File: src/rtl/prio_encoder_rr.sv
// prio_encoder_rr: N-input priority encoder with fixed or round-robin grant, index + any flag out.
// Latency: one cycle from accept to out_valid.
// Backpressure: single output register; in_ready drops while a result is held by out_ready=0.
module prio_encoder_rr #(
    parameter int N = 8,
    parameter int W = $clog2(N)
) (
    input  logic         clk,
    input  logic         rst,
    input  logic [N-1:0] req,
    input  logic         in_valid,
    output logic         in_ready,
    input  logic         mode,
    output logic [W-1:0] out_index,
    output logic         out_any,
    output logic         out_valid,
    input  logic         out_ready
);

    logic         out_valid_q, out_valid_d;
    logic [W-1:0] out_index_q, out_index_d;
    logic         out_any_q,   out_any_d;
    logic [W-1:0] ptr_q,       ptr_d;

    logic         accept;
    logic         any_req;
    logic [W-1:0] fix_idx;
    logic         low_any;
    logic [W-1:0] low_idx;
    logic [W-1:0] rr_idx;

    // Output register is free when empty or when its result drains this cycle
    always_comb begin
        in_ready = !out_valid_q || out_ready;
        accept   = in_valid && in_ready;
    end

    // Grant search. Round-robin order ptr-1..0 then N-1..ptr is the same as
    // "highest request below ptr, else highest request overall".
    always_comb begin
        any_req = |req;
        fix_idx = '0;
        low_any = 1'b0;
        low_idx = '0;
        for (int i = 0; i < N; i++) begin
            if (req[i]) begin
                fix_idx = W'(i);
            end
            if (req[i] && (W'(i) < ptr_q)) begin
                low_any = 1'b1;
                low_idx = W'(i);
            end
        end
        rr_idx = low_any ? low_idx : fix_idx;
    end

    // Load a fresh result on accept; drop valid once the held result drains
    always_comb begin
        out_valid_d = out_valid_q;
        out_index_d = out_index_q;
        out_any_d   = out_any_q;
        ptr_d       = ptr_q;
        if (accept) begin
            out_valid_d = 1'b1;
            out_any_d   = any_req;
            out_index_d = mode ? rr_idx : fix_idx;
            // Empty vectors and fixed-mode grants leave the rotation untouched
            if (mode && any_req) begin
                ptr_d = rr_idx;
            end
        end else if (out_valid_q && out_ready) begin
            out_valid_d = 1'b0;
        end
    end

    // State registers with synchronous reset overriding any transfer
    always_ff @(posedge clk) begin
        if (rst) begin
            out_valid_q <= 1'b0;
            out_index_q <= '0;
            out_any_q   <= 1'b0;
            ptr_q       <= '0;
        end else begin
            out_valid_q <= out_valid_d;
            out_index_q <= out_index_d;
            out_any_q   <= out_any_d;
            ptr_q       <= ptr_d;
        end
    end

    assign out_valid = out_valid_q;
    assign out_index = out_index_q;
    assign out_any   = out_any_q;

endmodule

File: config.mk
export PLATFORM = sky130hd
export DESIGN_NAME = prio_encoder_rr
export DESIGN_NICKNAME = d
export VERILOG_FILES = /design/src/rtl/prio_encoder_rr.sv
export SDC_FILE = /design/constraint.sdc
export NUM_CORES = 1
export LEC_CHECK = 0
export ABC_CLOCK_PERIOD_IN_PS = 1750
export BUFFER_PORTS_ARGS = -buffer_cell sky130_fd_sc_hd__buf_2
export CELL_PAD_IN_SITES_DETAIL_PLACEMENT = 1
export CELL_PAD_IN_SITES_GLOBAL_PLACEMENT = 2
export CORE_MARGIN = 2
export CORE_UTILIZATION = 28
export CTS_BUF_LIST = sky130_fd_sc_hd__clkbuf_4 sky130_fd_sc_hd__clkbuf_8
export DETAILED_ROUTE_END_ITERATION = 16
export PLACE_DENSITY_LB_ADDON = 0.25
export SYNTH_ARGS = -nofsm -noshare
export SYNTH_HDL_FRONTEND = slang
export SYNTH_SLANG_ARGS = --single-unit
File: constraint.sdc
create_clock -name clk -period 1.75 [get_ports clk]
set_clock_uncertainty 0.1 [all_clocks]
set_input_delay 0.35 -clock clk [delete_from_list [all_inputs] [get_ports clk]]
set_output_delay 0.35 -clock clk [all_outputs]
set_load 0.02 [all_outputs]
==> flow_summary.rst <==
.. list-table::
   :header-rows: 1

   * - Metric
     - Value
   * - Max Buffers Root-to-Sink
     - 2
   * - Clk sink count
     - 8
   * - Num ports
     - 19
   * - Hold Slack
     - 249 ps
   * - Unrepaired setup endpoints after global routing
     - no
   * - # DRC
     - 0
   * - Area of the mapped netlist
     - 601 sq um
   * - Total negative slack
     - 0 ps
   * - Area of combinational cells with multiple inputs
     - 394 sq um
   * - Largest area contributor in the synthesized netlist
     - sky130_fd_sc_hd__dfxtp_1
   * - Number of synthesized flops with an enable pin
     - 0
   * - Total number of yosys warnings
     - 0
   * - Most instantiated library cell after synthesis
     - sky130_fd_sc_hd__a21oi_1
   * - Die span in y
     - 50.3 um
   * - GP Congestion
     - 0.782
   * - Sequential element share of the synthesized area
     - 26.7%
   * - Overall track demand over capacity in global routing
     - 15.4%
   * - WL/cell
     - 13.7 um
   * - Instance count of the mapped netlist
     - 78
   * - CTS Root Cell
     - sky130_fd_sc_hd__clkbuf_4
   * - Leading cell types by count after synthesis
     - 12 x sky130_fd_sc_hd__a21oi_1, 8 x sky130_fd_sc_hd__dfxtp_1, 7 x sky130_fd_sc_hd__nand2_1, 7 x sky130_fd_sc_hd__nor2_1
   * - Number of buffers added on ports
     - 18
   * - First-pass iteration count of the detailed router
     - 2
   * - Filler cells
     - 266
   * - CP Launch Type
     - flip-flop
   * - Number of nets in the layout
     - 114
   * - Instance area at placement
     - 723 sq um
   * - Leak Pwr
     - 0.000304 uW
   * - Largest net degree at the start of global routing
     - 11
   * - Final hold viol count
     - 0
   * - Final critical delay including setup and external delays
     - 1550 ps
   * - Clock transition at the registers of the reported paths
     - 60 ps
   * - Power per Cell Area
     - 700 mW/mm^2
   * - Mapped Nets
     - 91
   * - Number of register bits inferred by synthesis
     - 8
   * - First DRT Iteration DRCs
     - 9
   * - Maximum fanout along the worst path
     - 10
   * - Outcome
     - completed
   * - Max IR drop VDD
     - 0.349 mV
   * - Number of distinct library cells after synthesis
     - 33
   * - Slew at the pin closest to its max-slew limit
     - 362 ps
   * - Critical Path Source
     - ptr_q[1]$_SDFFE_PP0P_
   * - Insertion delay of the later-clocked pin in the worst-skew pair
     - 260 ps
   * - FF/Latch Area
     - 160 sq um
   * - Leading post-synthesis cells by cell area
     - sky130_fd_sc_hd__dfxtp_1 27%, sky130_fd_sc_hd__a21oi_1 10%, sky130_fd_sc_hd__o21ai_0 5.0%
   * - Worst Path Required
     - 1790 ps
   * - Number of antenna repair diodes
     - 0
   * - Worst slew slack as a fraction of its limit
     - 75.9%
   * - Setup violation total in the final timing report
     - 0
   * - Post-CTS Setup Inserts
     - 0
   * - Top-area cell type share of the netlist area
     - 26.7%
   * - Number of global-route vias before repair
     - 647
   * - Post-route cell area
     - 746 sq um
   * - TritonCTS clock tree
     - done
   * - Post-synthesis to final-layout area growth
     - 24.2%
   * - Max-cap violations
     - 0
   * - Area of the die
     - 0.00253 sq mm
   * - Prevailing post-synth register cell
     - sky130_fd_sc_hd__dfxtp_1
   * - Number of antenna violations at the first check in global routing
     - 0
   * - Half-perimeter wire length after placement
     - 1400 um
   * - Ys async rst share
     - 0%
   * - Sort of element at the end of the critical path
     - flip-flop
   * - Total gr overflow
     - 0
   * - Setup CP Type
     - flip-flop to flip-flop
   * - Final core area utilization
     - 37.3%
   * - Total CTS buffers
     - 3
   * - Post-Syn Area per Cell
     - 7.70 sq um
   * - Starting density of the core
     - 30.0%
   * - Resized cells post-CTS
     - 0
   * - Detailed-route wire length
     - 1720 um
   * - Count of vias placed by the detailed router
     - 642
   * - H-tree level count
     - 1
   * - Vias/cell
     - 5.10
   * - Core region area
     - 0.00200 sq mm
   * - Standard-cell rows
     - 16
   * - Final worst path period share
     - 88.8%
   * - R2r startpoint
     - ptr_q[1]$_SDFFE_PP0P_
   * - Max Freq
     - 644 MHz
   * - Pins over their slew limit
     - 0
   * - Post-route insts no fill
     - 126
   * - Number of nets still failing antenna checks after routing
     - 0
   * - Instance count after placement with tap cells included
     - 123
   * - Post-cts hold buffer count
     - 0
   * - Horizontal extent of the die
     - 50.3 um
   * - Data arrival time of the worst path
     - 1590 ps
   * - Worst Hold Launch
     - in_valid
   * - Global-route wire length before repair
     - 2930 um
   * - Proportion of layout cells with a drive suffix above 1
     - 37.4%
   * - Type of the worst min-delay path
     - primary input to flip-flop
routing by layer:
metal / vias up / track usage, % / routed length (um)
met5: - / 0 / 0
met4: 0 / 4.50 / 6
li1: 328 / - / -
met3: 3 / 3.57 / 81
met2: 14 / 24.6 / 774
met1: 297 / 20.7 / 863
path summary, 6_finish.rpt:
check	slack [ps]	depth (start not counted)	end
hold / removal	250	3	out_valid$_SDFFE_PP0P_
setup reg to reg	200	5	out_index[2]$_SDFFE_PP0P_
hold reg to reg	410	2	out_any$_SDFFE_PP0P_
setup / recovery	200	5	out_index[2]$_SDFFE_PP0P_
final cells by class:
type	count	area share [%]
clock buffers	3	3.02
inverters	6	3.02
multi-input cells	61	52.9
flip-flops and latches	8	21.5
well taps	27	4.53
repair buffers	21	15.1
per-stage QoR:
stage	power, uW	setup WS (ps)
2_1_floorplan	321	248
3_3_place_gp	381	153
3_5_place_dp	383	143
4_1_cts	530	188
5_1_grt	564	52.9
6_report	522	197
cell families after synthesis:
logic type,synth area share [%]
and+or+nand+nor,29.6
buffers and inverters,7.71
DFF,26.7
AOI/OAI and AO/OA,36.0
state kept, by name, summed over array words and instances, names as in the netlist:
name	count
ptr_q	3
out_valid	1
out_any	1
out_index	3
power by group:
group | internal [uW] | switching [uW] | leakage [uW]
sequential | 198 | 17.0 | 0.0000663
clock | 78.6 | 64.3 | 0.0000138
combinational | 65.8 | 98.3 | 0.000224
layout by cell type (no fill, tap or decap), drive strengths merged, types with 2 or more instances in the layout:
cell type / count
clkbuf: 3
o21ai: 9
nand2: 7
nand2b: 2
dfxtp: 8
nor4: 3
a211oi: 2
nor2: 7
buf: 21
a21oi: 13
inv: 6
nand3: 3
nor3: 4
critical path, cell delays in order, from the launching register on:
cell and delay (ps):
sky130_fd_sc_hd__dfxtp_1 530, sky130_fd_sc_hd__a211oi_1 100, sky130_fd_sc_hd__nor2_1 240, sky130_fd_sc_hd__nor3_1 90
sky130_fd_sc_hd__o211ai_1 270, sky130_fd_sc_hd__a21oi_1 100
Note: power is estimated with default switching activity, not from simulation.
